**src/rtl/linearb_deadlock_watchdog.sv**
```systemverilog
// Deadlock watchdog for the lineArb HLS core: qualifies monitor block flags against a
// persistence threshold and latches a sticky report with a valid/ready handshake and IRQ.
module linearb_deadlock_watchdog #(
  parameter int NUM_MON = 4,
  parameter int IDX_W   = 2,
  parameter int CNT_W   = 16
) (
  input  logic               clock,
  input  logic               reset_n,
  input  logic [NUM_MON-1:0] mon_block,
  input  logic               enable,
  input  logic [CNT_W-1:0]   threshold,
  input  logic               clear,
  output logic               report_valid,
  input  logic               report_ready,
  output logic [IDX_W-1:0]   report_idx,
  output logic [NUM_MON-1:0] report_mask,
  output logic [CNT_W-1:0]   stall_cycles,
  output logic               deadlock_irq,
  output logic [1:0]         state
);

  typedef enum logic [1:0] {
    S_IDLE    = 2'd0,
    S_COUNT   = 2'd1,
    S_REPORT  = 2'd2,
    S_LATCHED = 2'd3
  } state_t;

  state_t             state_reg;
  logic               valid_reg;
  logic               irq_reg;
  logic [IDX_W-1:0]   idx_reg;
  logic [NUM_MON-1:0] mask_reg;
  logic [CNT_W-1:0]   stall_reg;

  logic               any_block;
  logic [IDX_W-1:0]   low_idx;
  logic [CNT_W-1:0]   teff;
  logic [CNT_W-1:0]   stall_next;

  assign any_block  = |mon_block;
  // A zero threshold behaves as a one-cycle threshold.
  assign teff       = (threshold == '0) ? CNT_W'(1) : threshold;
  assign stall_next = (stall_reg == {CNT_W{1'b1}}) ? stall_reg : stall_reg + CNT_W'(1);

  // Descending scan so the lowest set bit wins.
  always_comb begin
    low_idx = '0;
    for (int i = NUM_MON - 1; i >= 0; i--) begin
      if (mon_block[i]) low_idx = IDX_W'(i);
    end
  end

  always_ff @(posedge clock or negedge reset_n) begin
    if (!reset_n) begin
      state_reg <= S_IDLE;
      valid_reg <= 1'b0;
      irq_reg   <= 1'b0;
      idx_reg   <= '0;
      mask_reg  <= '0;
      stall_reg <= '0;
    end else if (clear) begin
      state_reg <= S_IDLE;
      valid_reg <= 1'b0;
      irq_reg   <= 1'b0;
      idx_reg   <= '0;
      mask_reg  <= '0;
      stall_reg <= '0;
    end else begin
      case (state_reg)
        S_IDLE: begin
          if (enable && any_block) begin
            idx_reg   <= low_idx;
            mask_reg  <= mon_block;
            stall_reg <= CNT_W'(1);
            if (teff == CNT_W'(1)) begin
              state_reg <= S_REPORT;
              valid_reg <= 1'b1;
              irq_reg   <= 1'b1;
            end else begin
              state_reg <= S_COUNT;
            end
          end else begin
            stall_reg <= '0;
          end
        end
        S_COUNT: begin
          if (!any_block || !enable) begin
            state_reg <= S_IDLE;
            stall_reg <= '0;
            mask_reg  <= '0;
          end else begin
            mask_reg  <= mask_reg | mon_block;
            stall_reg <= stall_next;
            if (stall_next >= teff) begin
              state_reg <= S_REPORT;
              valid_reg <= 1'b1;
              irq_reg   <= 1'b1;
            end
          end
        end
        S_REPORT: begin
          if (any_block) stall_reg <= stall_next;
          if (report_ready) begin
            state_reg <= S_LATCHED;
            valid_reg <= 1'b0;
          end
        end
        default: begin
          if (any_block) stall_reg <= stall_next;
        end
      endcase
    end
  end

  assign report_valid = valid_reg;
  assign deadlock_irq = irq_reg;
  assign report_idx   = idx_reg;
  assign report_mask  = mask_reg;
  assign stall_cycles = stall_reg;
  assign state        = state_reg;

endmodule

```
**config.mk**
```make
export PLATFORM = sky130hd
export DESIGN_NAME = linearb_deadlock_watchdog
export DESIGN_NICKNAME = d
export VERILOG_FILES = /design/src/rtl/linearb_deadlock_watchdog.sv
export SDC_FILE = /design/constraint.sdc
export NUM_CORES = 1
export LEC_CHECK = 0
export ABC_AREA = 0
export BUFFER_PORTS_ARGS = -buffer_cell sky130_fd_sc_hd__clkbuf_2
export CAP_MARGIN = 20
export CORE_MARGIN = 2
export CORE_UTILIZATION = 54
export DETAILED_ROUTE_END_ITERATION = 8
export PLACE_DENSITY = 0.78
export SYNTH_ARGS = -nofsm -noshare
export SYNTH_HDL_FRONTEND = slang
export SYNTH_SLANG_ARGS = --single-unit
export TNS_END_PERCENT = 100
```
**constraint.sdc**
```tcl
create_clock -name clock -period 3.53 [get_ports clock]
set_input_delay 0.1765 -clock clock [delete_from_list [all_inputs] [get_ports clock]]
set_output_delay 0.1765 -clock clock [all_outputs]
set_load 0.03 [all_outputs]
```
# Word-level counts from Yosys, hierarchy flattened
# Index checks and enable logic that the tools add are counted.
[word_totals]
word_cells = 70
out_inout_bits = 26
in_bits = 25
reg_bits = 26
[classes]
add_sub_neg = 1
mux = 34
n_eq_ne = 10
n_lt_le_gt_ge = 1
bitwise = 1
n_reduce_logical = 17
[op_table]
columns = ["cell", "n"]
rows = [
  ["16-bit 2-to-1 mux", 5],
  ["16-bit case mux with 2 select lines", 1],
  ["2-bit 2-to-1 mux", 13],
  ["16-bit by 1-bit adder with 16-bit output, second input constant", 1],
  ["16-bit by 1-bit == test with 1-bit output, second input constant", 1],
  ["16-bit == test, second input constant", 1],
  ["16-bit >= comparator", 1],
  ["16-bit logical NOT", 1],
  ["3-bit inequality test, second input constant", 5],
  ["4-bit 2-to-1 mux", 3],
  ["1-bit 2-to-1 mux", 8],
  ["4-bit case mux with 2 select lines", 1],
  ["4-bit nonzero test", 2],
  ["2-bit case mux with 3 select lines", 1],
  ["6-bit AND reduction", 1],
  ["5-bit AND reduction", 1],
  ["4-bit inequality test, second input constant", 1],
  ["4-bit bitwise OR", 1],
  ["2-bit AND reduction", 2],
  ["4-bit AND reduction", 1],
  ["2-bit nonzero test", 2],
  ["4-bit OR reduction", 1],
  ["1-bit case mux with 3 select lines", 1],
  ["3-bit nonzero test", 1],
  ["other kinds (7)", 8],
]

# Logic depth before layout (Yosys ltp)
[logic_depth]
ltp_word = 7
depth_mapped = 13
ltp_nobuf = 12

# Least setup slack after synthesis
# No wires, ideal clock.
[synth_timing]
kind = "register to register"
from = "reg stall_reg[0], in the netlist stall_cycles[0]"
to = "reg valid_reg, in the netlist report_valid"
setup_time_ns = 0.125
t_arrival_ns = 3.366
n_path_buf = 0
setup_slack_ns = 0.039
required_time_ns = 3.405
period_less_slack_ns = 3.491
path_stages_with_launch = 12
cell_sequence = "dfrtp_1 > ha_1 > nand4_1 > nor4_1 > nand3_1 > mux2_2 > ha_1 > nand4_1 > nor3_1 > nand4b_1 > a311oi_1 > mux2_2"
[synth_between]
elab_chain_cells = 5
elab_cells_between_ends = 6
classes_between = "add/sub (1); order compare (1); eq/ne (2); mux (1); reduce/logical (1)"
[synth_lines]
columns = ["item", "line", "source"]
rows = [
  ["start: declaration", "35", "logic [CNT_W-1:0] stall_reg;"],
  ["start signal: assignment", "95", "stall_reg <= stall_next;"],
  ["start signal: assignment", "104", "if (any_block) stall_reg <= stall_next;"],
  ["start signal: assignment", "111", "if (any_block) stall_reg <= stall_next;"],
  ["16-bit by 1-bit adder with 16-bit output or 16-bit == test (tied branches)", "45", "assign stall_next = (stall_reg == {CNT_W{1'b1}}) ? stall_reg : stall_reg + CNT_W'(1);"],
  ["16-bit 2-to-1 mux *", "45", ""],
  ["16-bit >= comparator *", "96", "if (stall_next >= teff) begin"],
  ["3-bit inequality test (no source line) *", "n/a", ""],
  ["6-bit AND reduction (no source line) *", "n/a", ""],
  ["end signal: assignment", "58", "valid_reg <= 1'b0;"],
  ["end signal: assignment", "98", "valid_reg <= 1'b1;"],
  ["end signal: assignment", "107", "valid_reg <= 1'b0;"],
  ["end: declaration", "31", "logic valid_reg;"],
]
# Mark *: on every way between the ends. The rest lies on a longest branch, timed or not.
# A chain may end at the register's enable or synchronous reset.

# Worst setup path in the final report
[layout_timing]
from = "reg stall_reg[1], in the netlist stall_cycles[1]"
to = "reg state_reg[0], in the netlist state[0]"
[layout_between]
elab_chain_cells = 5
elab_cells_between_ends = 6
classes_between = "add/sub (1); order compare (1); eq/ne (2); mux (1); reduce/logical (1)"
[layout_lines]
columns = ["item", "line", "source"]
rows = [
  ["16-bit by 1-bit adder with 16-bit output or 16-bit == test (tied branches)", "45", ""],
  ["16-bit 2-to-1 mux *", "45", ""],
  ["16-bit >= comparator *", "96", ""],
  ["4-bit inequality test (no source line) *", "n/a", ""],
  ["4-bit AND reduction (no source line) *", "n/a", ""],
  ["end signal: assignment", "57", "state_reg <= S_IDLE;"],
  ["end signal: assignment", "97", "state_reg <= S_REPORT;"],
  ["end signal: assignment", "106", "state_reg <= S_LATCHED;"],
  ["end: declaration", "30", "state_t state_reg;"],
]
# Marked as above.

==> impl_metrics.py <==
metrics = {
    "worst_setup_path": {
        "critPathLaunchType": "flop",
        "worstSetupPathType": "flop to flop",
        "cp_slowest_cell": "a41oi_1",
        "cp_common_cell": "nand4_1",
        "arrival_ps": 3480,
        "max_stage_delay_ps": 430,
        "crit_path_max_fanout": 6,
        "worstSetupEndpointType": "flop",
        "crit_path_cell_trace": "ha_2, nand4_1, nor4_2, nand3_1, mux2_2, ha_1, nand4_1, nor3_2, nand4b_1, a41oi_1, mux2i_1",
        "required_ps": 3730,
    },
    "clock_network": {
        "clk_pin_slew_ps": 100,
        "cts_max_path_buffers": 2,
        "cts_num_sinks": 26,
        "clk_latency_ps": 280,
        "ctsHtreeMaxLevel": 1,
        "cts_tree": "done",
        "cts-root-buf": "clkbuf_8",
        "cts-buffers-inserted": 3,
    },
    "routing": {
        "drt_pass1_iterations": 4,
        "vias": 2229,
        "met1_length_microns": 2500,
        "drt-initial-drc-count": 104,
        "drc": 0,
        "totalWireLength_microns": 5660,
        "wl_met2_microns": 2760,
        "antenna_left": 0,
        "via_per_inst": 6.01,
        "topRoutingLayerUsed": "met4",
        "wl_met3_microns": 335,
        "post_drt_wl_per_cell_microns": 15.3,
    },
    "logic_synthesis": {
        "ys_top_cells_by_count": "dfrtp_1, inv_1, a21oi_1",
        "yosysTopAreaCell": "dfrtp_1",
        "synthTopCellsByArea": "dfrtp_1, ha_1, a21oi_1",
        "ys_ff_latch": 26,
        "syn_nets": 315,
        "synthCells": 270,
        "yosysSeqAreaShare": 0.297,
        "yosysUniqueCellTypes": 50,
        "async_reset_ff_frac": 1.00,
        "synth_top_area_share": 0.297,
        "synth_edf_count": 0,
        "postSynthAreaPerCell_sq_um": 8.11,
        "syn_area_sq_um": 2190,
        "synth_ff_type": "dfrtp_1",
        "yosysWarnings": 0,
    },
    "floorplanning": {
        "start_util": 0.555,
        "die_h_microns": 67.7,
        "die_width_microns": 67.7,
        "core_area_sq_um": 3940,
        "rows": 23,
        "pin_count": 51,
        "die_area_sq_um": 4580,
    },
    "cells_and_area": {
        "layout-drive-gt1-share": 0.249,
        "layout.nets": 367,
        "area_delta_synth_final_pct": 19.7,
        "n_antenna_cell": 0,
        "final_cells": 371,
        "stdcell_area_sq_um": 2620,
        "largest_register_ffs": 16,
    },
    "pwr": {
        "max-vdd-ir-drop_mv": 0.181,
        "internal_power_mw": 0.654,
        "finalPower_mw": 1.16,
        "pwr-share-clk": 0.177,
        "switching_share": 0.434,
        "power.density_nw_per_um2": 441,
        "seqPwrFrac": 0.312,
        "p_leak_nw": 1.29,
        "pwr-share-comb": 0.510,
        "switching_power_mw": 0.502,
    },
    "sta": {
        "final_max_slew_viol_count": 0,
        "period_needed_ps": 3270,
        "tns_ps": 0,
        "period_share": 0.928,
        "finalHoldViolations": 0,
        "setup_violations": 0,
        "max_freq_mhz": 305,
        "worstMarginPinSlew_ps": 694,
        "timing.slew.headroom": 0.533,
        "worst_slack_ps": 255,
        "skew_ps": 3.44,
    },
    "global_routing": {
        "antenna_found_initial": 0,
        "grt-ovfl-total": 0,
        "grt_usage": 0.258,
        "grt_pass1_wl_microns": 9050,
        "grt_max_degree": 27,
        "grt_pass1_vias": 2017,
    },
    "worst_hold_path": {
        "hp-class": "primary input to flop",
    },
    "placement": {
        "place_area_sq_um": 2500,
        "place_hpwl_microns": 4260,
        "placed_cells": 364,
        "numPortBuffers": 50,
        "dp_slack_ps": 37.5,
        "routabilityCongestion": 0.863,
    },
    "flow_run": {
        "maxCapViolations": 0,
    },
    "status": {
        "outcome": "finished clean",
    },
}
-- layer usage --
metal / vias up / global-route usage
li1: 1090 / -
met2: 79 / 0.460
met4: 0 / 0.0740
met3: 5 / 0.0267
met1: 1055 / 0.327
met5: - / 0
-- cells in the final DEF, fill, tap and decap left out, drive strengths merged, types with 2 or more instances in the layout --
cell	Yosys	layout
dfrtp	26	26
and3	2	2
inv	26	26
nand2b	5	5
nor4	11	11
and2	7	7
a41oi	3	3
a311oi	2	2
nor3	5	5
o21ai	11	11
or4	2	2
a31oi	12	12
mux2i	2	2
mux2	3	3
o21a	3	3
buf	4	9
a21o	4	4
nand3	8	8
nor2b	2	2
ha	20	20
nand4	7	7
a21oi	24	24
nor2	20	20
clkbuf	9	54
nand4b	2	2
a31o	2	2
nand2	20	20
a22o	2	2
a211o	2	2
xnor2	9	9
-- critical path: cells and delay by family (launching register included) --
| family | cells | cell delay [ps] |
|---|---|---|
| simple gates | 6 | 1240 |
| mux | 2 | 570 |
| fa+ha+maj | 2 | 530 |
| compound gates | 1 | 430 |
| flops | 1 | 420 |
-- cell families (layout without fill, tap and decap cells) --
family	count (synthesis)	after routing	synth area share
AO/OA/AOI/OAI	75	75	0.222
flip-flops	26	26	0.297
AND/OR/NAND/NOR	95	95	0.229
multiplexers	5	5	0.0246
adder cells (fa/ha/maj)	20	20	0.114
XOR/XNOR	10	10	0.0400
buffers and inverters	39	90	0.0731
-- path summary, 6_finish.rpt --
check / startpoint / end / slack, ps / depth (start not counted)
max: stall_cycles[1]$_DFFE_PN0P_ / state[0]$_DFFE_PN0P_ / 260 / 11
min: mon_block[3] / report_mask[3]$_DFFE_PN0P_ / 240 / 3
max reg2reg: stall_cycles[1]$_DFFE_PN0P_ / state[0]$_DFFE_PN0P_ / 260 / 11
min reg2reg: deadlock_irq$_DFFE_PN0P_ / deadlock_irq$_DFFE_PN0P_ / 520 / 1
max in group asynchronous: reset_n / stall_cycles[1]$_DFFE_PN0P_ / 2610 / 2
min in group asynchronous: reset_n / state[1]$_DFFE_PN0P_ / 450 / 2
-- power groups by stage --
stage	clock (mW)	sequential, mW	combinational, mW
2_1_floorplan	0	0.436	0.348
3_3_place_gp	0	0.365	0.559
3_5_place_dp	0	0.367	0.575
4_1_cts	0.206	0.361	0.587
5_1_grt	0.212	0.369	0.651
6_report	0.205	0.361	0.590
-- repair_timing --
| action | CTS | global route |
|---|---|---|
| gates resized for setup | 1 | 6 |
| buffers inserted | 0 | 2 |
| pin swaps | 0 | 1 |
| hold buffers | 1 | 0 |
| endpoints found under the setup margin | 1 | 3 |
| hold endpoints to repair | 26 | 0 |
-- metrics by stage --
step           utilization  hold slack [ps]
2_1_floorplan            -             -119
3_3_place_gp         0.634              255
3_5_place_dp         0.634              258
4_1_cts              0.652              231
5_1_grt              0.665              263
6_report             0.665              236
-- area by class of cell --
cell class                      instances  area, sq um
Multi-Input combinational cell        205         1410
Inverter                               26         97.6
Fill cell                             346         1320
Timing Repair Buffer                   60          340
Tap cell                               50         62.6
Clock buffer                            4         55.1
Sequential cell                        26          653
No activity file was read; power rests on OpenSTA's default activity.
